[src/rtl/i2s_tx_ctrl.sv]
// i2s_tx_ctrl: slave-mode I2S transmitter.
// Follows the DAC-sourced bclk/lrclk, requests one stereo pair per frame over a
// valid/ready handshake and shifts it out MSB-first with the I2S one-bit delay.
module i2s_tx_ctrl #(
  parameter int SAMPLE_WIDTH = 16,
  parameter int SLOT_WIDTH   = 32,
  parameter int SYNC_STAGES  = 2
) (
  input  logic                    clk,
  input  logic                    reset,
  input  logic                    bclk_in,
  input  logic                    lrclk_in,
  output logic                    sdata_out,
  output logic                    smp_req,
  input  logic                    smp_valid,
  input  logic [SAMPLE_WIDTH-1:0] smp_l,
  input  logic [SAMPLE_WIDTH-1:0] smp_r,
  output logic                    underrun,
  output logic                    framing_err
);

  localparam int             CNT_W    = (SLOT_WIDTH > 1) ? $clog2(SLOT_WIDTH) : 1;
  localparam logic [CNT_W-1:0] LAST_BIT = CNT_W'(SLOT_WIDTH - 1);

  typedef enum logic {
    IDLE,
    RUN
  } state_e;

  // Synchronizer chains and edge-detect history
  logic [SYNC_STAGES-1:0] bclk_sync_q;
  logic [SYNC_STAGES-1:0] lrclk_sync_q;
  logic                   bclk_prev_q;

  // Frame state
  state_e                  state_q,       state_d;
  logic [SLOT_WIDTH-1:0]   shreg_q,       shreg_d;
  logic [CNT_W-1:0]        bit_cnt_q,     bit_cnt_d;
  logic                    lr_prev_q,     lr_prev_d;
  logic                    sdata_q,       sdata_d;
  logic                    underrun_q,    underrun_d;
  logic                    framing_err_q, framing_err_d;

  // Pair buffer and right-channel holding register
  logic                    pair_full_q,   pair_full_d;
  logic [SAMPLE_WIDTH-1:0] buf_l_q,       buf_l_d;
  logic [SAMPLE_WIDTH-1:0] buf_r_q,       buf_r_d;
  logic [SAMPLE_WIDTH-1:0] r_hold_q,      r_hold_d;

  logic fall;
  logic lr;

  // Place a sample in the top bits of a slot word, zero-padding the tail.
  function automatic logic [SLOT_WIDTH-1:0] slot_word(input logic [SAMPLE_WIDTH-1:0] s);
    logic [SLOT_WIDTH-1:0] w;
    w = '0;
    w[SLOT_WIDTH-1 -: SAMPLE_WIDTH] = s;
    return w;
  endfunction

  // Bring bclk and lrclk into the clk domain through identical chains
  always_ff @(posedge clk or posedge reset) begin
    if (reset) begin
      bclk_sync_q  <= '0;
      lrclk_sync_q <= '0;
      bclk_prev_q  <= 1'b0;
    end else begin
      // NOTE: sequential state uses non-blocking assignments so every flop samples pre-edge values.
      bclk_sync_q[0]  <= bclk_in;
      lrclk_sync_q[0] <= lrclk_in;
      for (int i = 1; i < SYNC_STAGES; i++) begin
        bclk_sync_q[i]  <= bclk_sync_q[i-1];
        lrclk_sync_q[i] <= lrclk_sync_q[i-1];
      end
      bclk_prev_q <= bclk_sync_q[SYNC_STAGES-1];
    end
  end

  assign fall = bclk_prev_q & ~bclk_sync_q[SYNC_STAGES-1];
  assign lr   = lrclk_sync_q[SYNC_STAGES-1];

  // Next-state: handshake capture, slot reload on LR transitions, shifting
  always_comb begin
    // NOTE: every _d gets a default first, so no path through this block leaves a latch.
    state_d       = state_q;
    shreg_d       = shreg_q;
    bit_cnt_d     = bit_cnt_q;
    lr_prev_d     = lr_prev_q;
    sdata_d       = sdata_q;
    underrun_d    = 1'b0;
    framing_err_d = 1'b0;
    pair_full_d   = pair_full_q;
    buf_l_d       = buf_l_q;
    buf_r_d       = buf_r_q;
    r_hold_d      = r_hold_q;

    // Capture a pair whenever the buffer is empty; a full buffer ignores valid.
    if (smp_valid && !pair_full_q) begin
      buf_l_d     = smp_l;
      buf_r_d     = smp_r;
      pair_full_d = 1'b1;
    end

    if (fall) begin
      lr_prev_d = lr;
      sdata_d   = shreg_q[SLOT_WIDTH-1];
      if (lr != lr_prev_q) begin
        bit_cnt_d = '0;
        if (!lr) begin
          // Left start: uses the pre-capture pair_full, so a same-cycle valid underruns.
          if (pair_full_q) begin
            shreg_d     = slot_word(buf_l_q);
            r_hold_d    = buf_r_q;
            pair_full_d = 1'b0;
          end else begin
            shreg_d    = '0;
            r_hold_d   = '0;
            underrun_d = 1'b1;
          end
          state_d = RUN;
        end else begin
          // Right start: idle keeps the shifter silent until the first left start.
          shreg_d = (state_q == RUN) ? slot_word(r_hold_q) : '0;
        end
        if (state_q == RUN && bit_cnt_q != LAST_BIT) begin
          framing_err_d = 1'b1;
        end
      end else begin
        shreg_d = (state_q == RUN) ? (shreg_q << 1) : '0;
        if (bit_cnt_q != LAST_BIT) begin
          bit_cnt_d = bit_cnt_q + CNT_W'(1);
        end
      end
    end
  end

  // Register all frame, buffer and output state
  always_ff @(posedge clk or posedge reset) begin
    if (reset) begin
      state_q       <= IDLE;
      shreg_q       <= '0;
      bit_cnt_q     <= '0;
      lr_prev_q     <= 1'b0;
      sdata_q       <= 1'b0;
      underrun_q    <= 1'b0;
      framing_err_q <= 1'b0;
      pair_full_q   <= 1'b0;
      // NOTE: the pair buffer is a few flops rather than a RAM, so it is reset like other state.
      buf_l_q       <= '0;
      buf_r_q       <= '0;
      r_hold_q      <= '0;
    end else begin
      state_q       <= state_d;
      shreg_q       <= shreg_d;
      bit_cnt_q     <= bit_cnt_d;
      lr_prev_q     <= lr_prev_d;
      sdata_q       <= sdata_d;
      underrun_q    <= underrun_d;
      framing_err_q <= framing_err_d;
      pair_full_q   <= pair_full_d;
      buf_l_q       <= buf_l_d;
      buf_r_q       <= buf_r_d;
      r_hold_q      <= r_hold_d;
    end
  end

  assign sdata_out   = sdata_q;
  assign smp_req     = ~pair_full_q;
  assign underrun    = underrun_q;
  assign framing_err = framing_err_q;

endmodule

[config.mk]
export PLATFORM = sky130hd
export DESIGN_NAME = i2s_tx_ctrl
export DESIGN_NICKNAME = d
export VERILOG_FILES = /design/src/rtl/i2s_tx_ctrl.sv
export SDC_FILE = /design/constraint.sdc
export NUM_CORES = 1
export LEC_CHECK = 0
export ABC_AREA = 1
export CORE_MARGIN = 2
export CORE_UTILIZATION = 50
export CTS_BUF_LIST = sky130_fd_sc_hd__clkbuf_4 sky130_fd_sc_hd__clkbuf_8
export CTS_CLUSTER_SIZE = 40
export DETAILED_ROUTE_END_ITERATION = 10
export DONT_BUFFER_PORTS = 1
export SYNTH_ARGS = -nofsm -noshare
export SYNTH_HDL_FRONTEND = slang
export SYNTH_SLANG_ARGS = --single-unit
[constraint.sdc]
create_clock -name clk -period 2.7 [get_ports clk]
set_clock_uncertainty 0.05 [all_clocks]
set_input_delay 0.27 -clock clk [delete_from_list [all_inputs] [get_ports clk]]
set_output_delay 0.27 -clock clk [all_outputs]
set_load 0.02 [all_outputs]
==> impl_metrics.py, run 1 <==
metrics = {
    "run_status": {
        "status": "completed",
    },
    "clocking": {
        "clkLatencyLatePin_ns": 0.34,
        "cts_buffers": 9,
        "clkSinkCount": 80,
        "h-tree-depth": 3,
        "cts_resized": 0,
        "cts.path.max_buffers": 2,
        "post_cts_buffers": 0,
        "cts_tree": "yes",
        "root_buffer": "clkbuf_8",
        "cts.clk_slew.worst_paths_ns": 0.07,
    },
    "layout": {
        "drive_gt1_share_pct": 7.87,
        "layout_common_cells": "nand2_1 (177), nand3_1 (113), dfrtp_1 (80), dlygate4sd3_1 (15), clkbuf_8 (10)",
        "post-route-util_pct": 55.7,
        "layout-area-overhead-vs-synth_pct": 8.96,
        "nFillCells": 717,
        "diodes": 0,
        "sequential_cell_area_mm2": 0.00200,
        "final_common_cell": "nand2_1",
        "final_nets": 481,
        "stdcell_count": 544,
        "multi_input_comb_area_mm2": 0.00143,
    },
    "global_route": {
        "grt_pass1_vias": 2741,
        "grt-ovfl-total": 0,
        "antenna_found_initial": 0,
        "grt_max_degree": 42,
        "grt_pass1_wl_um": 13100,
        "grt_usage_pct": 21.7,
    },
    "drt": {
        "drc": 0,
        "wire_per_inst_um": 13.9,
        "detail_route.vias_per_cell": 5.24,
        "dr_total_vias": 2851,
        "dr.pass1.iters": 5,
        "ant_nets": 0,
        "drt_iter0_markers": 158,
        "routed_wirelength_um": 7540,
    },
    "pwr": {
        "p_sw_w": 0.00101,
        "powerDensity_mw_per_mm2": 793,
        "ir_worst_vdd_mv": 0.377,
        "cellLeakagePower_nw": 2.09,
        "internal_power_w": 0.00214,
        "pwr-share-clk_pct": 24.4,
        "switching_share_pct": 31.9,
        "combPwrFrac_pct": 19.1,
        "power_frac_seq_pct": 56.5,
    },
    "die": {
        "die_h_um": 89.4,
        "start_util_pct": 51.1,
        "rows": 31,
        "ioPinCount": 41,
        "core_area_mm2": 0.00714,
        "die_area_mm2": 0.00799,
        "die_x_um": 89.4,
    },
    "sta": {
        "rsz0062_at_grt": "no",
        "maxSlewViolCount": 0,
        "finalCriticalPeriod_ns": 1.66,
        "max_freq_mhz": 604,
        "tightest_slew_ns": 1.05,
        "post-route-period-util_pct": 61.3,
        "max-slew-margin-rel_pct": 29.9,
        "tns_ns": 0,
        "finalSetupViolations": 0,
        "finalHoldViolCount": 0,
    },
    "critical_path": {
        "rrSetupSlack_ns": 1.04,
        "slowest_delay_ns": 0.36,
        "r2r_start": "lrclk_sync_q[1]",
        "critPathTopFamily": "simple AND/OR/NAND/NOR gates",
        "crit_type": "flop to flop",
        "cp.required_ns": 2.89,
        "worst_ep_arrival_time_ns": 1.84,
        "worst_r2r_path_depth": 7,
        "regToRegEndpoint": "r_hold_q[14]",
        "worstPathCellList": "buf_4, inv_2, nand2_2, nor2_8, inv_4, nand2_1, nand2_1",
        "worstSetupEndpointType": "flop",
        "cp_common_cell": "nand2_1",
        "crit_slowest_cell": "dfrtp_1",
        "cp_max_fo": 20,
        "cp-start-kind": "flop",
        "cp_num_buf_inv": 3,
    },
    "place": {
        "port_buffers": 0,
        "dp_cells": 515,
        "hpwlAfterDp_um": 4950,
        "gp_congestion": 0.832,
    },
    "logic_synthesis": {
        "synth_area_mm2": 0.00365,
        "ys_types": 21,
        "syn_inst": 437,
        "ys_seq_elements": 80,
        "syn_avg_cell_area_um2": 8.34,
        "syn_nets": 476,
        "seq_area_frac_synth_pct": 54.9,
        "synth.yosys.warnings": 0,
    },
    "hold_path": {
        "whs_endpoint": "buf_r_q[10]",
        "hp-class": "input pin to flop",
        "hp-start": "smp_r[10]",
        "hold-path-cell-count": 2,
    },
    "run": {
        "max-cap-violations": 0,
    },
}
## how the worst max path moves through the flow
stage              endpoint            start  slack [ns]  depth (start not counted)
2_1_floorplan   bclk_prev_q            reset        0.33                          1
3_3_place_gp    r_hold_q[3]  lrclk_sync_q[1]        1.10                          7
3_5_place_dp   r_hold_q[14]  lrclk_sync_q[1]        1.05                          7
4_1_cts        r_hold_q[14]  lrclk_sync_q[1]        1.04                          7
5_1_grt         r_hold_q[5]  lrclk_sync_q[1]        0.85                          7
6_report       r_hold_q[14]  lrclk_sync_q[1]        1.04                          7
## cell families (layout without fill, tap and decap cells)
group | count (synthesis) | after routing | synth area share (%)
and+or+nand+nor | 307 | 307 | 37.5
buffers and inverters | 41 | 49 | 5.83
DFF | 80 | 80 | 54.9
adders and majority gates | 2 | 2 | 0.686
xor gates and xnor gates | 1 | 1 | 0.240
AOI/OAI and AO/OA | 6 | 6 | 0.824
## per-layer routing
| metal | global-route usage, % | share of wire, % | vias up |
|---|---|---|---|
| li1 | - | - | 1422 |
| met1 | 31.8 | 49 | 1352 |
| met2 | 31.9 | 45 | 70 |
| met3 | 3.51 | 4.9 | 7 |
| met4 | 9.36 | 1.2 | 0 |
| met5 | 0 | 0 | - |
## area by class of cell
| type | instances | area share [%] |
|---|---|---|
| clock buffer | 11 | 3.65 |
| clock inverter | 3 | 0.472 |
| inverter | 14 | 1.42 |
| timing repair buffer | 21 | 4.91 |
| sequential | 80 | 50.4 |
| multi-input combinational | 316 | 36.0 |
| tap | 99 | 3.12 |
## through the flow
stage / hold WS [ns] / total power [W] / setup WS, ns / area [um2]
finish: 0.0164 / 0.00315 / 1.04 / 3970
detailed placement: 0.231 / 0.00239 / 1.05 / 3660
floorplan: 0.251 / 0.00223 / 0.328 / 3650
CTS: 0.000104 / 0.00319 / 1.04 / 3970
global placement: 0.234 / 0.00237 / 1.10 / 3660
global route: 0.000567 / 0.00338 / 0.851 / 3970
## Yosys cell counts
library cell | count | share of area (%)
nand2_1 | 177 | 18
nand3_1 | 113 | 16
dfrtp_1 | 80 | 55
buf_2 | 18 | 2.5
inv_1 | 10 | 1.0
buf_6 | 4 | 1.2
clkbuf_1 | 4 | 0.41
nor2_1 | 4 | 0.41
o21ai_0 | 4 | 0.55
inv_2 | 3 | 0.31
nand2_2 | 3 | 0.51
nand2_4 | 3 | 0.93
a21oi_1 | 2 | 0.27
ha_1 | 2 | 0.69
nand4_1 | 2 | 0.34
nor2_2 | 2 | 0.34
nor2_8 | 2 | 1.1
buf_4 | 1 | 0.21
inv_4 | 1 | 0.17
nor3_1 | 1 | 0.14
xor2_1 | 1 | 0.24
## sequential cells by signal, summed over array words and instances (netlist names)
name / flops
lr_prev_q: 1
sdata_out: 1
buf_l_q: 16
pair_full_q: 1
bclk_prev_q: 1
buf_r_q: 16
r_hold_q: 16
bit_cnt_q: 5
state_q: 1
framing_err: 1
lrclk_sync_q: 2
shreg_q: 16
underrun: 1
bclk_sync_q: 2
## repair_timing
item | in CTS | in global routing
endpoints found under the hold margin | 52 | 0
setup endpoints to repair | 0 | 0
hold buffers | 15 | 0
## power by group through the flow
stage	Sequential, W	Clock, W	Combinational, W
floorplan	0.00171	0	0.000518
global placement	0.00180	0	0.000571
detailed placement	0.00180	0	0.000591
CTS	0.00178	0.000793	0.000612
global route	0.00182	0.000838	0.000728
finish	0.00178	0.000767	0.000603
(Power assumes the default switching activity.)
==> run 2: changes to the inputs <==
--- a/config.mk
+++ b/config.mk
@@ -12,6 +12,7 @@
 export CTS_CLUSTER_SIZE = 40
 export DETAILED_ROUTE_END_ITERATION = 10
 export DONT_BUFFER_PORTS = 1
+export PLACE_DENSITY = 0.68
 export SYNTH_ARGS = -nofsm -noshare
 export SYNTH_HDL_FRONTEND = slang
 export SYNTH_SLANG_ARGS = --single-unit
==> constraint.sdc (replaced) <==
create_clock -name clk -period 1.4 [get_ports clk]
set_clock_uncertainty 0.05 [all_clocks]
set_input_delay 0.14 -clock clk [delete_from_list [all_inputs] [get_ports clk]]
set_output_delay 0.14 -clock clk [all_outputs]
set_load 0.02 [all_outputs]
==> run 2 against run 1 <==
The flow now finishes with violations (setup timing). Sequential power rose by 89%. Combinational power is 130% higher. Count of clock-buffer cells in the layout shrank 2. Non-clock buffer count up 29. Largest cell class unchanged. Highest routed layer unchanged.
==> impl_metrics.py, run 2 (same netlist as run 1, synthesis figures left out) <==
metrics = {
    "run_status": {
        "status": "finished, violations left",
        "violations": "setup timing",
    },
    "global_route": {
        "grt_pass1_wl_um": 13100,
        "antenna_found_initial": 0,
        "grt_usage_pct": 21.7,
        "grt_max_degree": 40,
        "grt_pass1_vias": 2753,
        "grt-ovfl-total": 0,
    },
    "layout": {
        "post-route-util_pct": 62.1,
        "final_common_cell": "nand2_1",
        "layout_common_cells": "nand2_1 (175), nand3_1 (112), dfrtp_1 (80), dlygate4sd3_1 (35), clkbuf_8 (9)",
        "final_nets": 510,
        "stdcell_count": 575,
        "diodes": 0,
        "drive_gt1_share_pct": 11.1,
        "stdcell_area_mm2": 0.00443,
        "layout-area-overhead-vs-synth_pct": 21.5,
        "nFillCells": 656,
    },
    "place": {
        "hpwlAfterDp_um": 4820,
        "gp_congestion": 0.785,
        "dp_slack_ns": -0.0254,
        "dp_cells": 523,
        "port_buffers": 0,
        "place_area_mm2": 0.00380,
    },
    "sta": {
        "max-slew-margin-rel_pct": 70.7,
        "finalHoldViolCount": 0,
        "max_freq_mhz": 699,
        "post-route-period-util_pct": 102,
        "rsz0062_at_grt": "yes",
        "finalSetupViolations": 3,
        "finalCriticalPeriod_ns": 1.43,
        "tightest_slew_ns": 0.439,
        "maxSlewViolCount": 0,
        "fin_ws_ns": -0.0316,
    },
    "hold_path": {
        "hold-path-cell-count": 3,
        "hp-class": "input pin to flop",
    },
    "drt": {
        "wire_per_inst_um": 13.4,
        "routed_wirelength_um": 7690,
        "ant_nets": 0,
        "dr_total_vias": 2936,
        "drc": 0,
        "dr.pass1.iters": 4,
        "detail_route.vias_per_cell": 5.11,
        "drt_iter0_markers": 195,
    },
    "clocking": {
        "cts.clk_slew.worst_paths_ns": 0.09,
        "cts_tree": "yes",
        "h-tree-depth": 3,
        "root_buffer": "clkbuf_8",
        "clkLatencyLatePin_ns": 0.35,
        "clkSinkCount": 80,
        "cts_buffers": 9,
        "cts.path.max_buffers": 2,
    },
    "critical_path": {
        "cp_max_fo": 7,
        "cp-start-kind": "flop",
        "cp.required_ns": 1.64,
        "worstSetupEndpointType": "flop",
        "worstPathCellList": "ha_2, nand2_2, nor2_2, ha_2, inv_2, nand2_4, nor2_4, nand2_1, nand2_1",
        "crit_type": "flop to flop",
        "worst_ep_arrival_time_ns": 1.67,
        "worst_r2r_path_depth": 9,
        "slowest_delay_ns": 0.39,
        "crit_slowest_cell": "dfrtp_1",
    },
    "die": {
        "rows": 31,
        "die_area_mm2": 0.00799,
        "start_util_pct": 51.1,
        "die_h_um": 89.4,
        "die_x_um": 89.4,
        "core_area_mm2": 0.00714,
        "ioPinCount": 41,
    },
    "pwr": {
        "ir_worst_vdd_mv": 1.14,
        "powerDensity_mw_per_mm2": 1500,
        "cellLeakagePower_nw": 2.26,
    },
    "run": {
        "max-cap-violations": 0,
    },
}
[run 2: changes by cell type in the layout (fill, tap and decap cells not counted), sizes merged]
cell         before  now
inv              14   15
bufinv            0    2
clkinvlp          0    2
clkinv            3    2
buf               6   15
clkbuf           11    9
dlygate4sd3      15   35
[run 2: metal layers]
layer | routed length [um] | global-route usage, % | up-vias
li1 | - | - | 1483
met1 | 3760 | 30.6 | 1391
met2 | 3590 | 33.1 | 55
met3 | 256 | 4.25 | 7
met4 | 76 | 8.82 | 0
met5 | 0 | 0 | -
[run 2: worst max-delay path: cells and delay by family (launching register included)]
kind          cells  cell delay [ns]
fa+ha+maj         2             0.36
buf+inv           1             0.08
flops             1             0.39
simple gates      6             0.48
[run 2: layout make-up]
cell class / count / area (um2) / area share (%)
clock inverter: 7 / 103 / 2.32
sequential: 80 / 2000 / 45.2
multi-input combinational: 316 / 1470 / 33.1
tap: 99 / 124 / 2.80
timing repair buffer: 50 / 551 / 12.4
clock buffer: 9 / 124 / 2.80
inverter: 14 / 58.8 / 1.33
[run 2: where the power goes]
part	switching (W)	internal, W	total [W]	leakage (nW)
clock	0.000887	0.00102	0.00191	0.110
sequential	0.000398	0.00297	0.00337	1.01
combinational	0.000776	0.000580	0.00136	1.14
total	0.00206	0.00457	0.00664	2.26
[run 2: what timing repair did]
action                     in CTS  in global routing
setup buffers                   0                  0
resized for setup               2                  7
pin swaps                       0                  7
setup endpoints to repair       3                  9
hold endpoints to repair      115                  0
hold buffers                   36                  0
[run 2: per-stage QoR]
stage,hold WS [ns],power [W],setup TNS [ns]
2_1_floorplan,0.121,0.00430,0
3_3_place_gp,-0.00709,0.00459,0
3_5_place_dp,-0.00560,0.00465,-0.0640
4_1_cts,0.0322,0.00667,0
5_1_grt,0.0441,0.00709,-0.315
6_report,0.0594,0.00664,-0.0620
[run 2: path summary, 6_finish.rpt]
check,startpoint,end,slack (ns)
worst max-delay path,bit_cnt_q[1],bit_cnt_q[1],-0.03
worst min-delay path,smp_valid,buf_l_q[15],0.06
worst max register to register,bit_cnt_q[1],bit_cnt_q[1],-0.03
worst min register to register,bclk_sync_q[0],bclk_sync_q[1],0.30
max in group asynchronous,reset,buf_l_q[9],0.55
min in group asynchronous,reset,buf_r_q[6],0.22
==> run 3: changes to the inputs <==
--- a/config.mk
+++ b/config.mk
@@ -12,6 +12,7 @@
 export CTS_CLUSTER_SIZE = 40
 export DETAILED_ROUTE_END_ITERATION = 10
 export DONT_BUFFER_PORTS = 1
+export GPL_TIMING_DRIVEN = 0
 export PLACE_DENSITY = 0.68
 export SYNTH_ARGS = -nofsm -noshare
 export SYNTH_HDL_FRONTEND = slang
==> run 3 against run 2 <==
The run now ends clean. Setup slack better by 0.041 ns. Hold slack worse by 0.023 ns. Utilization up 1.1 points. Total power down 0.77%. Sequential cell count unchanged. Critical endpoint is now bit_cnt_q[3]. Highest routed layer unchanged.
==> impl_metrics.py, run 3 (same netlist as run 1, synthesis figures left out) <==
metrics = {
    "hold_path": {
        "hp-class": "input pin to flop",
        "hold-path-cell-count": 3,
    },
    "drt": {
        "drc": 0,
        "ant_nets": 0,
        "drt_iter0_markers": 225,
        "dr_total_vias": 3163,
        "detail_route.vias_per_cell": 5.25,
        "wire_per_inst_um": 14.3,
        "dr.pass1.iters": 5,
        "routed_wirelength_um": 8580,
    },
    "pwr": {
        "cellLeakagePower_nw": 2.33,
        "ir_worst_vdd_mv": 0.901,
        "powerDensity_mw_per_mm2": 1460,
    },
    "critical_path": {
        "crit_slowest_cell": "dfrtp_1",
        "cp-start-kind": "flop",
        "worst_ep_arrival_time_ns": 1.64,
        "rrSetupSlack_ns": 0.009,
        "worstSetupEndpointType": "flop",
        "worstPathCellList": "ha_2, nand2_2, nor2_2, ha_2, inv_2, nand2_4, nor2_4, nand3_1, nand2_1",
        "slowest_delay_ns": 0.41,
        "worst_r2r_path_depth": 9,
        "crit_type": "flop to flop",
        "cp.required_ns": 1.65,
        "cp_max_fo": 7,
        "cp_common_cell": "ha_2",
    },
    "die": {
        "die_x_um": 89.4,
        "core_area_mm2": 0.00714,
        "rows": 31,
        "start_util_pct": 51.1,
        "die_h_um": 89.4,
        "ioPinCount": 41,
        "die_area_mm2": 0.00799,
    },
    "place": {
        "port_buffers": 0,
        "hpwlAfterDp_um": 5680,
        "gp_congestion": 0.809,
    },
    "global_route": {
        "grt_pass1_wl_um": 14400,
        "grt_usage_pct": 23.8,
        "grt_pass1_vias": 2948,
        "grt-ovfl-total": 0,
        "antenna_found_initial": 0,
        "grt_max_degree": 39,
    },
    "layout": {
        "layout_common_cells": "nand2_1 (176), nand3_1 (113), dfrtp_1 (80), dlygate4sd3_1 (35), buf_2 (17)",
        "drive_gt1_share_pct": 14.7,
        "final_nets": 537,
        "diodes": 0,
        "final_common_cell": "nand2_1",
        "post-route-util_pct": 63.2,
        "layout-area-overhead-vs-synth_pct": 23.7,
    },
    "run_status": {
        "status": "completed",
    },
    "sta": {
        "max-slew-margin-rel_pct": 60.6,
        "finalSetupViolations": 0,
        "finalHoldWorstSlack_ns": 0.0363,
        "finalCriticalPeriod_ns": 1.39,
        "finalHoldViolCount": 0,
        "post-route-period-util_pct": 99.4,
        "rsz0062_at_grt": "yes",
        "tightest_slew_ns": 0.591,
        "maxSlewViolCount": 0,
        "max_freq_mhz": 719,
    },
    "clocking": {
        "cts_tree": "yes",
        "h-tree-depth": 3,
        "clkSinkCount": 80,
        "cts.path.max_buffers": 2,
        "cts.clk_slew.worst_paths_ns": 0.09,
        "cts_buffers": 9,
        "root_buffer": "clkbuf_8",
        "clkLatencyLatePin_ns": 0.36,
    },
    "run": {
        "max-cap-violations": 0,
    },
}
## run 3: cell types whose count changed in the layout (fill, tap and decap cells not counted), moves of 2 or more
cell	delta
buf_4	+4
clkinv_4	+2
buf_12	-4
buf_2	+17
clkbuf_1	+4
buf_6	+5
## run 3: path summary, 6_finish.rpt
path,start,endpoint
setup / recovery,bit_cnt_q[0],bit_cnt_q[3]
hold / removal,smp_valid,buf_l_q[13]
min in group asynchronous,reset,buf_r_q[2]
max in group asynchronous,reset,shreg_q[21]
hold reg to reg,bclk_sync_q[0],bclk_sync_q[1]
setup reg to reg,bit_cnt_q[0],bit_cnt_q[3]
## run 3: area by class of cell
class | count | area, um2
fill | 631 | 2630
sequential | 80 | 2000
multi-input combinational | 316 | 1450
timing repair buffer | 50 | 500
buffer | 27 | 171
clock buffer | 9 | 124
tap | 99 | 124
clock inverter | 7 | 81.3
inverter | 14 | 61.3
## run 3: stage by stage
step	setup WS (ns)	power [W]	cell area (um2)	std cells	TNS (ns)
after floorplan	0.0196	0.00430	3650	437	0
after global placement	-0.106	0.00460	3770	536	-8.49
after detailed placement	-0.102	0.00468	3810	538	-0.291
after CTS	0.0154	0.00652	4420	593	0
after global routing	-0.0625	0.00702	4510	602	-0.216
final	0.00903	0.00658	4510	602	0
## run 3: routing by layer
layer	global-route usage, %	part of all wire (%)
met3	5.54	3.6
met1	32.9	46
met5	0	0
met4	6.65	0.63
met2	37.9	50
## run 3: repair_timing
item	in CTS	in global routing
gates resized for setup	6	4
hold buffers	35	0
buffers inserted	4	9
setup endpoints to repair	7	24
pin swaps	2	5
endpoints found under the hold margin	114	0
## run 3: power breakdown
| group | switching (W) | total (W) | internal (W) |
|---|---|---|---|
| Sequential | 0.000425 | 0.00340 | 0.00297 |
| Clock | 0.000909 | 0.00175 | 0.000842 |
| Combinational | 0.000815 | 0.00144 | 0.000621 |
## run 3: critical path, delay by kind of cell (launching register included)
kind                       cells  cell delay (ns)
and+or+nand+nor                6             0.44
DFF                            1             0.41
adders and majority gates      2             0.35
buffers and inverters          1             0.08
